$ cat src/rtl/multicycle_ctrl.sv
// Multi-cycle MIPS main control FSM: fetch/decode/execute/memory/write-back sequencing,
// retired-instruction counter and sticky illegal-opcode flag. Optional macro: CTRL_MEM_WAIT_EN.
module multicycle_ctrl #(
    parameter int CNT_W = 32
) (
    input  logic             clk_i,
    input  logic             rst_i,
    input  logic [5:0]       opcode_i,
    input  logic             mem_ready_i,
    output logic             pc_write_o,
    output logic             pc_write_cond_o,
    output logic             i_or_d_o,
    output logic             mem_read_o,
    output logic             mem_write_o,
    output logic             ir_write_o,
    output logic             mem_to_reg_o,
    output logic             reg_dst_o,
    output logic             reg_write_o,
    output logic             alu_src_a_o,
    output logic [1:0]       alu_src_b_o,
    output logic [2:0]       alu_op_o,
    output logic [1:0]       pc_source_o,
    output logic [3:0]       state_o,
    output logic             instr_done_o,
    output logic             illegal_o,
    output logic [CNT_W-1:0] instr_cnt_o
);

    typedef enum logic [3:0] {
        S_FETCH     = 4'd0,
        S_DECODE    = 4'd1,
        S_MEM_ADDR  = 4'd2,
        S_MEM_READ  = 4'd3,
        S_MEM_WB    = 4'd4,
        S_MEM_WRITE = 4'd5,
        S_R_EXEC    = 4'd6,
        S_R_WB      = 4'd7,
        S_BRANCH    = 4'd8,
        S_JUMP      = 4'd9,
        S_I_EXEC    = 4'd10,
        S_I_WB      = 4'd11,
        S_IDLE      = 4'd15
    } state_t;

    localparam logic [5:0] OP_R    = 6'b000000;
    localparam logic [5:0] OP_ADDI = 6'b001000;
    localparam logic [5:0] OP_SLTI = 6'b001010;
    localparam logic [5:0] OP_BEQ  = 6'b000100;
    localparam logic [5:0] OP_LW   = 6'b100011;
    localparam logic [5:0] OP_SW   = 6'b101011;
    localparam logic [5:0] OP_J    = 6'b000010;

    state_t           state_q, state_d;
    logic             done_q, retire_d;
    logic             illegal_q, illegal_set_d;
    logic [CNT_W-1:0] cnt_q;
    logic             mem_done;

`ifdef CTRL_MEM_WAIT_EN
    assign mem_done = mem_ready_i;
`else
    logic unused_mem_ready;
    assign unused_mem_ready = mem_ready_i;
    assign mem_done         = 1'b1;
`endif

    always_comb begin
        state_d         = state_q;
        retire_d        = 1'b0;
        illegal_set_d   = 1'b0;
        pc_write_o      = 1'b0;
        pc_write_cond_o = 1'b0;
        i_or_d_o        = 1'b0;
        mem_read_o      = 1'b0;
        mem_write_o     = 1'b0;
        ir_write_o      = 1'b0;
        mem_to_reg_o    = 1'b0;
        reg_dst_o       = 1'b0;
        reg_write_o     = 1'b0;
        alu_src_a_o     = 1'b0;
        alu_src_b_o     = 2'b00;
        alu_op_o        = 3'd0;
        pc_source_o     = 2'b00;
        case (state_q)
            S_IDLE: state_d = S_FETCH;
            S_FETCH: begin
                mem_read_o  = 1'b1;
                alu_src_b_o = 2'b01;
                ir_write_o  = mem_done;
                pc_write_o  = mem_done;
                if (mem_done) state_d = S_DECODE;
            end
            S_DECODE: begin
                alu_src_b_o = 2'b11;
                case (opcode_i)
                    OP_LW, OP_SW:     state_d = S_MEM_ADDR;
                    OP_R:             state_d = S_R_EXEC;
                    OP_BEQ:           state_d = S_BRANCH;
                    OP_J:             state_d = S_JUMP;
                    OP_ADDI, OP_SLTI: state_d = S_I_EXEC;
                    default: begin
                        state_d       = S_FETCH;
                        illegal_set_d = 1'b1;
                    end
                endcase
            end
            S_MEM_ADDR: begin
                alu_src_a_o = 1'b1;
                alu_src_b_o = 2'b10;
                state_d     = (opcode_i == OP_LW) ? S_MEM_READ : S_MEM_WRITE;
            end
            S_MEM_READ: begin
                mem_read_o = 1'b1;
                i_or_d_o   = 1'b1;
                if (mem_done) state_d = S_MEM_WB;
            end
            S_MEM_WB: begin
                reg_write_o  = 1'b1;
                mem_to_reg_o = 1'b1;
                state_d      = S_FETCH;
                retire_d     = 1'b1;
            end
            S_MEM_WRITE: begin
                mem_write_o = 1'b1;
                i_or_d_o    = 1'b1;
                if (mem_done) begin
                    state_d  = S_FETCH;
                    retire_d = 1'b1;
                end
            end
            S_R_EXEC: begin
                alu_src_a_o = 1'b1;
                alu_op_o    = 3'd2;
                state_d     = S_R_WB;
            end
            S_R_WB: begin
                reg_dst_o   = 1'b1;
                reg_write_o = 1'b1;
                state_d     = S_FETCH;
                retire_d    = 1'b1;
            end
            S_BRANCH: begin
                alu_src_a_o     = 1'b1;
                alu_op_o        = 3'd1;
                pc_write_cond_o = 1'b1;
                pc_source_o     = 2'b01;
                state_d         = S_FETCH;
                retire_d        = 1'b1;
            end
            S_JUMP: begin
                pc_write_o  = 1'b1;
                pc_source_o = 2'b10;
                state_d     = S_FETCH;
                retire_d    = 1'b1;
            end
            S_I_EXEC: begin
                alu_src_a_o = 1'b1;
                alu_src_b_o = 2'b10;
                alu_op_o    = (opcode_i == OP_SLTI) ? 3'd3 : 3'd0;
                state_d     = S_I_WB;
            end
            S_I_WB: begin
                reg_write_o = 1'b1;
                state_d     = S_FETCH;
                retire_d    = 1'b1;
            end
            default: state_d = S_IDLE;
        endcase
    end

    // Retirement is registered so the pulse and count update land in the following FETCH.
    always_ff @(posedge clk_i or posedge rst_i) begin
        if (rst_i) begin
            state_q   <= S_IDLE;
            done_q    <= 1'b0;
            illegal_q <= 1'b0;
            cnt_q     <= '0;
        end else begin
            state_q <= state_d;
            done_q  <= retire_d;
            if (retire_d) cnt_q <= cnt_q + {{(CNT_W-1){1'b0}}, 1'b1};
            if (illegal_set_d) illegal_q <= 1'b1;
        end
    end

    assign state_o      = state_q;
    assign instr_done_o = done_q;
    assign illegal_o    = illegal_q;
    assign instr_cnt_o  = cnt_q;

endmodule

$ cat config.mk
export PLATFORM = sky130hd
export DESIGN_NAME = multicycle_ctrl
export DESIGN_NICKNAME = d
export VERILOG_FILES = /design/src/rtl/multicycle_ctrl.sv
export SDC_FILE = /design/constraint.sdc
export NUM_CORES = 1
export LEC_CHECK = 0
export ABC_CLOCK_PERIOD_IN_PS = 1800
export CORE_MARGIN = 4
export CORE_UTILIZATION = 42
export CTS_CLUSTER_DIAMETER = 80
export DETAILED_ROUTE_END_ITERATION = 10
export PLACE_DENSITY_LB_ADDON = 0.12
export SLEW_MARGIN = 20
export SYNTH_ARGS = -nofsm -noshare
export SYNTH_HDL_FRONTEND = slang
export SYNTH_SLANG_ARGS = --single-unit
$ cat constraint.sdc
create_clock -name clk_i -period 1.8 [get_ports clk_i]
set_clock_uncertainty 0.2 [all_clocks]
set_input_delay 0.18 -clock clk_i [delete_from_list [all_inputs] [get_ports clk_i]]
set_output_delay 0.18 -clock clk_i [all_outputs]
set_load 0.1 [all_outputs]
==> metrics.txt, run 1 <==
Placement Cell Area 3809 um2; clk buf depth 2; Distinct cells, synth 40; Post-synth top cells 34 x dfrtp_1, 22 x nor2_1, 20 x xnor2_1; Synth area leader dfrtp_1; top cells by area, synth dfrtp_1 43%, xnor2_1 8.8%, xor2_1 5.7%, dfstp_2 5.3%, nor2_1 4.1%; syn_nets 212; Error [ERROR DPL-0038] Utilization greater than 100%, impossible to legalize; num rows 24; largest net degree at the start of global routing 39; DIE HEIGHT 76.89 um; TritonCTS Sinks 38; ys async rst share 100.0%; clock root cell clkbuf_8; sequential element share of the synthesized area 47.96%; Post-synth EDFFs 0; syn avg cell area 9.867 um2; prevailing post-synth register cell dfrtp_1; run status did not finish; Post-Syn Area 1993 um2; worst-path endpoint after global-route repair_timing reg_write_o; Die W 76.89 um; Top Ports 64; H-tree lvl count 2; share of the synthesized area in the top cell type 42.69%; Syn. warnings 0; gp weighted congestion 0.8500; Worst EP kind top-level output; dpl ws -0.2403 ns; Syn Inst Count 202; Exit stage global routing; most common cell in the netlist dfrtp_1; TritonCTS Buffers 5; Yosys reg bits 38; hold-fix buffer count after cts 0; dpl hpwl 4.474 mm; Buffers on Ports 61; initial core utilization 44.55%
[stage by stage]
stage	cells	util, %
CTS	376	91.00
detailed placement	360	85.12
global placement	360	85.12
floorplan	202	-
[logic make-up after synthesis]
group | Yosys count | synth area share [%]
compound gates | 18 | 5.713
xor+xnor | 34 | 15.32
fa+ha+maj | 1 | 0.6276
simple gates | 99 | 27.12
mux | 1 | 0.5649
flops | 38 | 47.96
buf+inv | 10 | 2.511
other cells | 1 | 0.1881
[repair_timing]
action	in CTS
buffers inserted	8
resized for setup	31
setup endpoints to repair	48
pin swaps	12
==> run 2: changes to the inputs <==
==> config.mk (replaced) <==
export PLATFORM = sky130hd
export DESIGN_NAME = multicycle_ctrl
export DESIGN_NICKNAME = d
export VERILOG_FILES = /design/src/rtl/multicycle_ctrl.sv
export SDC_FILE = /design/constraint.sdc
export NUM_CORES = 1
export LEC_CHECK = 0
export ABC_CLOCK_PERIOD_IN_PS = 2300
export CORE_MARGIN = 4
export CORE_UTILIZATION = 40
export DETAILED_ROUTE_END_ITERATION = 10
export PLACE_DENSITY_LB_ADDON = 0.15
export SLEW_MARGIN = 20
export SYNTH_ARGS = -nofsm -noshare
export SYNTH_HDL_FRONTEND = slang
export SYNTH_SLANG_ARGS = --single-unit
==> constraint.sdc (replaced) <==
create_clock -name clk_i -period 2.3 [get_ports clk_i]
set_clock_uncertainty 0.2 [all_clocks]
set_input_delay 0.23 -clock clk_i [delete_from_list [all_inputs] [get_ports clk_i]]
set_output_delay 0.23 -clock clk_i [all_outputs]
set_load 0.1 [all_outputs]
==> run 2 against run 1 <==
The flow now finishes without violations. Synthesized cell count stayed put. Synthesized area stayed put.
==> metrics.txt, run 2 <==
combinational share of power 54.0%; Worst-Skew Late Latency 0.29 ns; Top Ports 64 (unchanged); TritonCTS Buffers 5 (unchanged); gp weighted congestion 0.8004 (-5.8%); initial core utilization 41.65% (-2.9 points); syn avg cell area 9.867 um2 (unchanged); final setup vio count 0; # DRC 0; top cells by area, synth dfrtp_1 43%, xnor2_1 8.8%, xor2_1 5.7%, dfstp_2 5.3%, nor2_1 4.1%; syn_nets 212 (unchanged); Worst EP required 1.87 ns; clock root cell clkbuf_8; ys async rst share 100.0% (unchanged); post-route ant nets 0; critical path peak fanout 18; IR Drop Worst-Case VDD 0.5605 mV; Final #Nets 286; most frequent cells in the layout 46 x buf_4, 21 x dfrtp_1, 20 x xnor2_1, 20 x buf_12, 18 x nand2_1; power density cells 948.5 nW/um2; crit path DAT 1.79 ns; critical path class flip-flop to primary output; largest net degree at the start of global routing 39; min Tclk post-route 2.219 ns; initial antenna violation count 0; WL/cell 14.04 um; share of the synthesized area in the top cell type 42.69% (unchanged); Iter 0 DRT Violations 87; CTS clk-pin slew, worst paths 0.07 ns; Area Growth Syn to Fin 58.57%; Die W 78.59 um (+2.2%); HP Class primary input to async pin; Syn. warnings 0 (unchanged); prevailing post-synth register cell dfrtp_1; fmax 450.7 MHz; Post-synth top cells 34 x dfrtp_1, 22 x nor2_1, 20 x xnor2_1; global route overflow 0; run status completed; Max Cap Violations 0; num rows 25 (+4.2%); vias in the first global route 1,724; Final Hold Viols 0; switching portion of total power 47.64%; Max Slew Vio Count 0; global-route usage over all layers 16.71%; sequential element share of the synthesized area 47.96% (unchanged); Final period util 96.48%; Distinct cells, synth 40 (unchanged); dpl hpwl 3.659 mm (-18%); share of layout cells above drive strength 1 43.32%; CP endpoint kind primary output; Post-synth EDFFs 0 (unchanged); Synth area leader dfrtp_1; Sequential Power Share 28.3%; Yosys reg bits 38 (unchanged); die area 6176 um2; TritonCTS clock tree built; Placeable Area 4786 um2; Syn Inst Count 202 (unchanged); first-pass iteration count of the detailed router 4; Layout Utilization 66.04%; max reg flops 32; most common cell in the netlist dfrtp_1; LEAKAGE 1.421 nW; Buffers on Ports 61 (unchanged); crit start category flip-flop; vias 1,756; DIE HEIGHT 78.59 um (+2.2%); vias per std cell 5.105; Total Wirelength 4.830 mm; Net Switching 1.428 mW; global-route wire length before repair 8.197 mm; RSZ-0062 raised after global routing false; Clock power frac 17.7%; n_diodes 0; internal power 1.570 mW; clk buf depth 2 (unchanged); TritonCTS Sinks 38 (unchanged); Post-Syn Area 1993 um2 (unchanged); Power Total 2.998 mW; most common cell after layout, fill and taps aside buf_4; H-tree lvl count 2 (unchanged)
-- run 2: final timing paths --
| path | startpoint | to | slack (ns) | depth (start not counted) |
|---|---|---|---|---|
| min | rst_i | instr_cnt_o[30]$_DFFE_PP0P_ | 0.16 | 3 |
| max | state_o[1]$_DFF_PP1_ | pc_write_o | 0.08 | 4 |
| min in group clk_i | instr_cnt_o[31]$_DFFE_PP0P_ | instr_cnt_o[31]$_DFFE_PP0P_ | 0.27 | 1 |
| min reg2reg | instr_cnt_o[31]$_DFFE_PP0P_ | instr_cnt_o[31]$_DFFE_PP0P_ | 0.27 | 1 |
| max in group asynchronous | rst_i | state_o[2]$_DFF_PP1_ | 1.38 | 3 |
| max reg2reg | state_o[2]$_DFF_PP1_ | instr_cnt_o[27]$_DFFE_PP0P_ | 0.20 | 6 |
-- run 2: kinds of logic (layout without fill, tap and decap cells) --
group | Yosys count | in the layout | share of synthesized area (%)
AOI/OAI and AO/OA | 18 | 18 | 5.713
xor gates and xnor gates | 34 | 34 | 15.32
adders and majority gates | 1 | 1 | 0.6276
buffers and inverters | 10 | 85 | 2.511
DFF | 38 | 38 | 47.96
muxes | 1 | 1 | 0.5649
other | 1 | 1 | 0.1881
and+or+nand+nor | 99 | 99 | 27.12
-- run 2: worst max-delay path, cell delays in order (launching register included) --
cell and delay (ns):
dfstp_4 0.79, nand2b_2 0.24, nor2_4 0.05, or2_4 0.25, buf_12 0.16
-- run 2: power by group through the flow --
stage / Sequential, mW / Clock (mW) / Combinational [mW]
final: 0.849 / 0.530 / 1.62
after global routing: 0.858 / 0.573 / 1.67
after CTS: 0.851 / 0.543 / 1.61
after detailed placement: 0.864 / 0 / 1.59
after global placement: 0.860 / 0 / 1.58
after floorplan: 1.20 / 0 / 0.761
-- run 2: layout make-up --
type | count | area [um2]
fill | 388 | 1625
multi-input combinational | 154 | 1137
sequential | 38 | 987.2
timing repair buffer | 74 | 830.8
clock buffer | 8 | 110.1
tap | 67 | 83.83
inverter | 3 | 11.26
-- run 2: layer usage --
layer | vias up | track usage, % | part of all wire (%)
li1 | 847 | - | -
met1 | 864 | 22.20 | 46
met2 | 41 | 26.91 | 48
met3 | 4 | 4.931 | 4.7
met4 | 0 | 3.671 | 0.70
met5 | - | 0 | 0
-- run 2: metrics by stage --
stage | setup slack [ns] | instances | setup TNS [ns] | cell area [um2] | hold WS [ns]
6_report | 0.08107 | 344 | 0 | 3161 | 0.1589
5_1_grt | 0.007386 | 344 | 0 | 3161 | 0.1964
4_1_cts | 0.007414 | 343 | 0 | 3127 | 0.1676
3_5_place_dp | 0.1229 | 334 | 0 | 3002 | 0.2599
3_3_place_gp | 0.1640 | 334 | 0 | 3002 | 0.2583
2_1_floorplan | -0.4526 | 202 | -2.217 | 2193 | 0.2185
-- run 2: timing repair --
item	CTS	global route
endpoints found under the setup margin	7	18
setup buffers	2	1
hold buffers	0	0
pin swaps	0	2
gates resized for setup	3	6
Power figures use the tool's default switching activity.
==> run 3: changes to the inputs <==
--- a/config.mk
+++ b/config.mk
@@ -5,11 +5,10 @@
 export SDC_FILE = /design/constraint.sdc
 export NUM_CORES = 1
 export LEC_CHECK = 0
-export ABC_CLOCK_PERIOD_IN_PS = 2300
 export CORE_MARGIN = 4
 export CORE_UTILIZATION = 40
 export DETAILED_ROUTE_END_ITERATION = 10
-export PLACE_DENSITY_LB_ADDON = 0.15
+export PLACE_DENSITY = 0.71
 export SLEW_MARGIN = 20
 export SYNTH_ARGS = -nofsm -noshare
 export SYNTH_HDL_FRONTEND = slang
==> run 3 against run 2 <==
Worst setup slack worse by 0.011 ns. Total power is 3.8% lower. First-iteration DRC count is 26% lower. Utilization decreased by 0.42 points. Largest power group unchanged.
==> metrics.txt, run 3 (synthesis gave the netlist of run 2 again) <==
final setup margin 0.06987 ns (-0.01119 ns); Final #Nets 287 (+0.35%); first-pass iteration count of the detailed router 4 (unchanged); critical path class flip-flop to primary output; RSZ-0062 raised after global routing false; Total Wirelength 4.645 mm (-3.8%); Max Slew Vio Count 0 (unchanged); post-route ant nets 0 (unchanged); global-route wire length before repair 8.190 mm (about the same); fin area 3141 um2 (-0.63%); # fillers 388 (unchanged); vias in the first global route 1,733 (+0.52%); CP endpoint kind primary output; DIE HEIGHT 78.59 um (unchanged); Cell Chain, Critical Path nand2b_2, nor2_4, or2_4, buf_12; power density cells 918.0 nW/um2 (-3.2%); TritonCTS clock tree built; Worst-Skew Late Latency 0.28 ns (about the same); initial antenna violation count 0 (unchanged); initial core utilization 41.65% (unchanged); Final period util 96.96% (+0.49 points); Largest stage delay, worst path 0.78 ns (about the same); CTS clk-pin slew, worst paths 0.07 ns (about the same); vias 1,695 (-3.5%); Final Hold Viols 0 (unchanged); reg2reg path depth 6 (unchanged); final setup vio count 0 (unchanged); gp weighted congestion 0.8012 (about the same); hold-fix buffer count after cts 0 (unchanged); global-route usage over all layers 16.34% (-0.37 points); vias per std cell 4.913 (-3.8%); Buffers on Ports 61 (unchanged); min Tclk post-route 2.230 ns (+0.01119 ns); IR Drop Worst-Case VDD 1.297 mV (+130%); H-tree lvl count 2 (unchanged); global route overflow 0 (unchanged); Power Total 2.883 mW (-3.8%); Iter 0 DRT Violations 64 (-26%); TritonCTS Buffers 5 (unchanged); most common cell after layout, fill and taps aside buf_4; largest net degree at the start of global routing 39 (unchanged); WL/cell 13.46 um (-4.1%); Area Growth Syn to Fin 57.56%; critical path peak fanout 18 (unchanged); post-route insts no fill 345 (+0.29%); Inst Count DP 332 (-0.60%); n_diodes 0 (unchanged); max reg flops 32 (unchanged); Worst EP required 1.87 ns (about the same); run status completed; crit start category flip-flop; dpl hpwl 3.482 mm (-4.9%); TritonCTS Sinks 38 (unchanged); fmax 448.4 MHz (-0.50%); clock root cell clkbuf_8; HP Class primary input to async pin; slowest CP cell dfstp_4; most frequent cells in the layout 46 x buf_4, 21 x dfrtp_1, 20 x xnor2_1, 20 x buf_12, 18 x nand2_1; clk buf depth 2 (unchanged); Die W 78.59 um (unchanged); FF-to-FF setup slack 0.19 ns (about the same); num rows 25 (unchanged); share of layout cells above drive strength 1 43.17% (-0.16 points); Max Cap Violations 0 (unchanged); Top Ports 64 (unchanged); die area 6176 um2 (unchanged); dpl ws 0.1389 ns (+0.01598 ns); crit path DAT 1.80 ns (about the same); LEAKAGE 1.412 nW (-0.62%); Placeable Area 4786 um2 (unchanged); # DRC 0 (unchanged); Placement Cell Area 2987 um2 (-0.50%)
-- run 3: changes by cell type in the layout (fill, tap and decap cells not counted) --
cell and change:
clkinv_1 +1, clkinv_2 +1, clkbuf_8 -3, nand2b_4 -1, nand2b_2 +1, nor2_1 -1, nor2_2 +1, clkbuf_1 +1
buf_6 +1
-- run 3: layer usage --
metal  global-route usage, %  vias to the layer above  wire, um
met4                   4.371                        0        59
met2                   26.40                       32      2284
met5                       0                        -         0
li1                        -                      847         -
met1                   22.21                      809      2113
met3                   3.440                        7       188
-- run 3: layout make-up --
| class | count | area (um2) | share of cell area, % |
|---|---|---|---|
| clock buffer | 6 | 72.57 | 2.311 |
| clock inverter | 2 | 8.758 | 0.2789 |
| inverter | 3 | 11.26 | 0.3586 |
| multi-input combinational | 154 | 1135 | 36.14 |
| sequential | 38 | 987.2 | 31.43 |
| tap | 67 | 83.83 | 2.669 |
| timing repair buffer | 75 | 842.1 | 26.81 |
-- run 3: path summary, 6_finish.rpt --
check | from | endpoint
worst max register to register | state_o[3]$_DFF_PP1_ | instr_cnt_o[27]$_DFFE_PP0P_
worst min register to register | illegal_o$_DFFE_PP0P_ | illegal_o$_DFFE_PP0P_
max in group asynchronous | rst_i | instr_cnt_o[0]$_DFFE_PP0P_
worst max-delay path | state_o[1]$_DFF_PP1_ | pc_write_o
worst min-delay path | rst_i | instr_cnt_o[29]$_DFFE_PP0P_
min in group clk_i | illegal_o$_DFFE_PP0P_ | illegal_o$_DFFE_PP0P_
-- run 3: timing repair --
item,CTS,global route
endpoints found under the setup margin,6,12
setup buffers,2,3
gates resized for setup,3,6
endpoints found under the hold margin,0,0
pin swaps,0,2
cloned,0,0
-- run 3: through the flow --
stage          setup TNS (ns)  utilization, %  hold WS (ns)
6_report                    0           65.62        0.1422
3_3_place_gp                0           62.41        0.2580
3_5_place_dp                0           62.41        0.2583
5_1_grt                     0           65.62        0.2122
2_1_floorplan          -2.217               -        0.2185
4_1_cts                     0           64.58        0.1578
-- run 3: worst max-delay path: cells and delay by family (launching register included) --
| family | cells | cell delay (ns) |
|---|---|---|
| buf+inv | 1 | 0.16 |
| flops | 1 | 0.78 |
| simple gates | 3 | 0.56 |
-- run 3: where the power goes --
part / internal, mW / switching [mW] / leakage [nW]
Clock: 0.208 / 0.221 / 0.0426
Sequential: 0.747 / 0.110 / 0.489
Combinational: 0.514 / 1.08 / 0.880
